`src/rtl/sdram_arbiter.sv`:
```
// Shares one SDRAM controller port between the CPU (m0) and aux (m1) paths and injects periodic refresh.
// Latency: request seen in IDLE -> ctl_req next cycle; mN_ack one cycle after ctl_ack (or after TIMEOUT_CYCLES).
// Backpressure: requesters hold req until ack; ARB_FIXED_PRIO_EN selects CPU-priority with m1 anti-starvation.
module sdram_arbiter #(
    parameter int ADDR_W         = 16,
    parameter int DATA_W         = 8,
    parameter int REFRESH_CYCLES = 390,
    parameter int TIMEOUT_CYCLES = 255
) (
    input  logic              clk25,
    input  logic              rst_n,
    input  logic              m0_req,
    input  logic              m0_we,
    input  logic [ADDR_W-1:0] m0_addr,
    input  logic [DATA_W-1:0] m0_wdata,
    output logic              m0_ack,
    output logic [DATA_W-1:0] m0_rdata,
    input  logic              m1_req,
    input  logic              m1_we,
    input  logic [ADDR_W-1:0] m1_addr,
    input  logic [DATA_W-1:0] m1_wdata,
    output logic              m1_ack,
    output logic [DATA_W-1:0] m1_rdata,
    output logic              ctl_req,
    output logic              ctl_we,
    output logic [ADDR_W-1:0] ctl_addr,
    output logic [DATA_W-1:0] ctl_wdata,
    input  logic              ctl_ack,
    input  logic [DATA_W-1:0] ctl_rdata,
    output logic              ctl_ref,
    input  logic              ctl_ref_ack,
    output logic              timeout_err
);
    localparam int RW = $clog2(REFRESH_CYCLES);
    localparam int TW = $clog2(TIMEOUT_CYCLES + 1);

    typedef enum logic [1:0] {IDLE, GRANT0, GRANT1, REFRESH} state_t;

    state_t          state, state_nxt;
    logic [RW-1:0]   ref_cnt;
    logic            ref_pend;
    logic            ref_wrap;
    logic [TW-1:0]   wd;
    logic            wd_expire;
    logic            last_grant;
    logic            pick0, pick1;
    logic            grant0, grant1, enter_ref;
    logic            done0, done1, tmo0, tmo1, tmo_ref;

`ifdef ARB_FIXED_PRIO_EN
    logic [3:0]      starve_cnt;
`endif

    assign ref_wrap  = (ref_cnt == RW'(REFRESH_CYCLES - 1));
    assign wd_expire = (wd == TW'(TIMEOUT_CYCLES - 1));

    // A wrap while a refresh is already pending is absorbed, not queued.
    always_ff @(posedge clk25 or negedge rst_n) begin
        if (!rst_n) begin
            ref_cnt  <= '0;
            ref_pend <= 1'b0;
        end else begin
            ref_cnt <= ref_wrap ? '0 : ref_cnt + 1'b1;
            if (enter_ref)
                ref_pend <= 1'b0;
            else if (ref_wrap)
                ref_pend <= 1'b1;
        end
    end

    always_ff @(posedge clk25 or negedge rst_n) begin
        if (!rst_n)
            state <= IDLE;
        else
            state <= state_nxt;
    end

    always_comb begin
        pick1     = 1'b0;
        state_nxt = state;
        grant0    = 1'b0;
        grant1    = 1'b0;
        enter_ref = 1'b0;
        done0     = 1'b0;
        done1     = 1'b0;
        tmo0      = 1'b0;
        tmo1      = 1'b0;
        tmo_ref   = 1'b0;
`ifdef ARB_FIXED_PRIO_EN
        pick1 = m1_req && (!m0_req || (starve_cnt == 4'd15));
`else
        pick1 = m1_req && (!m0_req || !last_grant);
`endif
        pick0 = m0_req && !pick1;

        case (state)
            IDLE: begin
                if (ref_pend) begin
                    state_nxt = REFRESH;
                    enter_ref = 1'b1;
                end else if (pick0) begin
                    state_nxt = GRANT0;
                    grant0    = 1'b1;
                end else if (pick1) begin
                    state_nxt = GRANT1;
                    grant1    = 1'b1;
                end
            end
            GRANT0: begin
                if (ctl_ack) begin
                    done0     = 1'b1;
                    state_nxt = IDLE;
                end else if (wd_expire) begin
                    tmo0      = 1'b1;
                    state_nxt = IDLE;
                end
            end
            GRANT1: begin
                if (ctl_ack) begin
                    done1     = 1'b1;
                    state_nxt = IDLE;
                end else if (wd_expire) begin
                    tmo1      = 1'b1;
                    state_nxt = IDLE;
                end
            end
            REFRESH: begin
                if (ctl_ref_ack) begin
                    state_nxt = IDLE;
                end else if (wd_expire) begin
                    tmo_ref   = 1'b1;
                    state_nxt = IDLE;
                end
            end
            default: state_nxt = IDLE;
        endcase
    end

    // ctl_req/ctl_ref follow the next state, so both drop in IDLE and never overlap.
    always_ff @(posedge clk25 or negedge rst_n) begin
        if (!rst_n) begin
            ctl_req     <= 1'b0;
            ctl_ref     <= 1'b0;
            ctl_we      <= 1'b0;
            ctl_addr    <= '0;
            ctl_wdata   <= '0;
            m0_ack      <= 1'b0;
            m1_ack      <= 1'b0;
            m0_rdata    <= '0;
            m1_rdata    <= '0;
            timeout_err <= 1'b0;
            last_grant  <= 1'b1;
            wd          <= '0;
        end else begin
            ctl_req <= (state_nxt == GRANT0) || (state_nxt == GRANT1);
            ctl_ref <= (state_nxt == REFRESH);
            m0_ack  <= done0 | tmo0;
            m1_ack  <= done1 | tmo1;

            if (grant0) begin
                ctl_we     <= m0_we;
                ctl_addr   <= m0_addr;
                ctl_wdata  <= m0_wdata;
                last_grant <= 1'b0;
            end else if (grant1) begin
                ctl_we     <= m1_we;
                ctl_addr   <= m1_addr;
                ctl_wdata  <= m1_wdata;
                last_grant <= 1'b1;
            end

            if (done0)
                m0_rdata <= ctl_rdata;
            else if (tmo0)
                m0_rdata <= '1;

            if (done1)
                m1_rdata <= ctl_rdata;
            else if (tmo1)
                m1_rdata <= '1;

            if (tmo0 || tmo1 || tmo_ref)
                timeout_err <= 1'b1;

            wd <= ((state == IDLE) || (state_nxt == IDLE)) ? '0 : wd + 1'b1;
        end
    end

`ifdef ARB_FIXED_PRIO_EN
    // Counts CPU wins taken while m1 waits; saturation hands the next slot to m1.
    always_ff @(posedge clk25 or negedge rst_n) begin
        if (!rst_n)
            starve_cnt <= 4'd0;
        else if (grant1)
            starve_cnt <= 4'd0;
        else if (grant0 && m1_req && (starve_cnt != 4'd15))
            starve_cnt <= starve_cnt + 4'd1;
    end
`endif

endmodule

```
`config.mk`:
```
export PLATFORM = sky130hd
export DESIGN_NAME = sdram_arbiter
export DESIGN_NICKNAME = d
export VERILOG_FILES = /design/src/rtl/sdram_arbiter.sv
export SDC_FILE = /design/constraint.sdc
export NUM_CORES = 1
export LEC_CHECK = 0
export CORE_UTILIZATION = 48
export DETAILED_ROUTE_END_ITERATION = 10
export GPL_TIMING_DRIVEN = 0
export PLACE_DENSITY = 0.95
export SLEW_MARGIN = 5
export SYNTH_ARGS = -nofsm -noshare
export SYNTH_HDL_FRONTEND = slang
export SYNTH_SLANG_ARGS = --single-unit
```
`constraint.sdc`:
```
create_clock -name clk25 -period 3.21 [get_ports clk25]
set_input_delay 0.963 -clock clk25 [delete_from_list [all_inputs] [get_ports clk25]]
set_output_delay 0.963 -clock clk25 [all_outputs]
set_load 0.02 [all_outputs]
```
==> flow_summary.json <==
{
  "die_w_um": 80.78,
  "leakagePower_nw": 1.906,
  "peakVddDrop_uv": 522.5,
  "drive_above_1_share_pct": 8.333,
  "gr-total-overflow": 0,
  "clk_path_buf_depth": 2,
  "first_iter_violations": 126,
  "postSynthCellCount": 295,
  "place.gp.congestion": 0.7750,
  "ys_types": 37,
  "drv_slew": 0,
  "final_util_pct": 73.19,
  "cts_buffers": 9,
  "timing.hold.ws_ns": 0.4835,
  "critPathMaxFanout": 8,
  "ys_ff_latch": 67,
  "avgSynthCellArea_um2": 10.10,
  "ys_async_sr_fraction_pct": 100.0,
  "rsz0062_at_grt": "no",
  "synth_compound_area_share_pct": 16.46,
  "htreeDepth": 3,
  "clkSinkCount": 67,
  "synth_area_leader_cell": "dfrtp_1",
  "outcome": "finished, final reports clean",
  "reg2reg_setup_slack_ns": 0.96,
  "wl_per_cell_um": 16.11,
  "p_per_area_mw_per_mm2": 888.8,
  "min_period_over_period_pct": 82.86,
  "grt.total_usage_pct": 25.27,
  "viasPerCell": 5.434,
  "yosys-top-cells-count": "66 x dfrtp_1, 52 x a21oi_1, 40 x nor2_1, 35 x nand2_1, 15 x o22a_1",
  "muxShareOfSynthArea_pct": 0.3360,
  "syn2layout_area_growth_pct": 46.33,
  "num_rows": 28,
  "critPathRequiredTime_ns": 3.47,
  "fin_skew_ns": 0.007930,
  "io_pins": 110,
  "grt_pass1_vias": 2670,
  "synth_ff_type": "dfrtp_1",
  "dieHeight_um": 80.78,
  "cts_root_buf": "clkbuf_8",
  "synthAdderAreaFrac_pct": 4.200,
  "drv_cap": 0,
  "port_buffers": 109,
  "power.total_mw": 3.874,
  "relSlewSlack_pct": 44.56,
  "grt_max_degree": 68,
  "synth.most_common_cell": "dfrtp_1",
  "synth_nets": 369,
  "clk_pin_slew_ns": 0.07,
  "core_mm2": 0.005956,
  "first_pass_iters": 4,
  "crit_path_end_kind": "flop",
  "drc": 0,
  "nets": 489,
  "hold_viol_final": 0,
  "cts_resized": 0,
  "fmax_mhz": 376.0,
  "path_class": "input port to flop",
  "setup_violations": 0,
  "grt_pass1_wl_um": 12390,
  "synth_area_mm2": 0.002979,
  "postCtsSetupRepairBufs": 0,
  "ant_nets": 0,
  "clk_latency_ns": 0.34,
  "hp-class": "flop to flop",
  "initial_core_util_pct": 50.02,
  "synth_top_area_share_pct": 55.44,
  "period_needed_ns": 2.660,
  "synthTopCellsByArea": "dfrtp_1 55%, a21oi_1 8.7%, nor2_1 5.0%",
  "start_kind": "input port",
  "yosysSeqAreaShare_pct": 56.32,
  "antenna_found_initial": 0,
  "vias": 2690,
  "dieArea_mm2": 0.006525,
  "worst_slew_pin_slew_ns": 0.8315,
  "dp_hpwl_um": 5665,
  "crit_arrival_ns": 2.92,
  "antenna_cells": 0,
  "synth_top_family_by_area": "compound AO/OA/AOI/OAI gates",
  "drt_wl_total_um": 7972,
  "cts_tree": "yes",
  "yosys.area_share.simple_pct": 16.46,
  "synthXorXnorAreaFrac_pct": 3.234,
  "synth_edf_count": 0,
  "yosys_warnings": 0,
  "hold_buffers": 0
}
==> path summary, 6_finish.rpt <==
| kind | startpoint | endpoint | cells after the start |
|---|---|---|---|
| max | ctl_ack | wd[5] | 9 |
| min | last_grant | last_grant | 2 |
| max reg2reg | state[1] | wd[5] | 10 |
| min reg2reg | last_grant | last_grant | 2 |
| max in group asynchronous | rst_n | ref_cnt[5] | 1 |
| min in group asynchronous | rst_n | m1_rdata[3] | 1 |
==> kinds of logic after synthesis <==
kind of cell             Yosys count
flip-flops                        67
AND/OR/NAND/NOR                  106
buffers and inverters             20
adder cells (fa/ha/maj)           10
AO/OA/AOI/OAI                     80
XOR/XNOR                          11
multiplexers                       1
==> layout by cell type, fill, tap and decap left out, types with 2 or more instances in the layout <==
cell type and count:
clkdlybuf4s50_1 108, dfrtp_1 66, a21oi_1 52, nor2_1 40
nand2_1 35, o22a_1 15, buf_2 11, clkbuf_8 11
ha_1 10, xor2_1 7, nand3_1 7, inv_1 6
clkbuf_1 6, xnor2_1 4, nor2b_1 4, and3_1 3
nand2b_1 3, o21ai_0 3, nand4_1 3, and4_1 2
or2_2 2, a2bb2oi_1 2
==> per-layer routing <==
metal  routed length [um]  global-route usage (%)  part of all wire, %  vias up
met2                 4090                   42.46                   51      109
met4                  217                   12.32                  2.7        0
met1                 3107                   29.34                   39     1306
met3                  556                   7.865                  7.0       26
li1                     -                       -                    -     1249
met5                    0                       0                    0        -
==> worst max-delay path: stages <==
cell	delay [ns]
clkdlybuf4s50_1	0.49
nand2b_1	0.19
a22oi_1	0.20
or2_2	0.16
o221ai_1	0.12
ha_1	0.19
or2_2	0.26
clkbuf_1	0.19
nor2_1	0.16
==> state kept, by name, indices dropped and copies added (netlist names) <==
name         flops
ctl_addr        16
ctl_ref          1
ctl_req          1
ctl_wdata        8
ctl_we           1
last_grant       1
m0_ack           1
m0_rdata         8
m1_ack           1
m1_rdata         8
ref_cnt          9
ref_pend         1
state            2
timeout_err      1
wd               8
==> power breakdown <==
group | total (mW) | internal, mW | leakage, nW | switching [mW]
Combinational | 1.84 | 0.865 | 1.00 | 0.977
Clock | 0.702 | 0.401 | 0.101 | 0.300
Sequential | 1.33 | 1.15 | 0.804 | 0.178
Total | 3.87 | 2.42 | 1.91 | 1.46
==> through the flow <==
| stage | setup WS (ns) | std cells | setup TNS [ns] | instance area, um2 |
|---|---|---|---|---|
| 6_report | 0.5501 | 495 | 0 | 4359 |
| 5_1_grt | 0.4474 | 495 | 0 | 4359 |
| 4_1_cts | 0.5301 | 495 | 0 | 4359 |
| 3_5_place_dp | 0.1967 | 479 | 0 | 4161 |
| 3_3_place_gp | -0.9123 | 479 | -60.19 | 4164 |
| 2_1_floorplan | 0.9523 | 295 | 0 | 2979 |
==> layout make-up <==
type,instances,area (um2)
plain buffers,14,66.31
clock buffers,14,162.7
clock inverters,2,35.03
fillers,357,1597
inverters,6,22.52
multi-input cells,208,1212
flip-flops and latches,67,1678
well taps,75,93.84
repair buffers,109,1089
(Power assumes the default switching activity.)
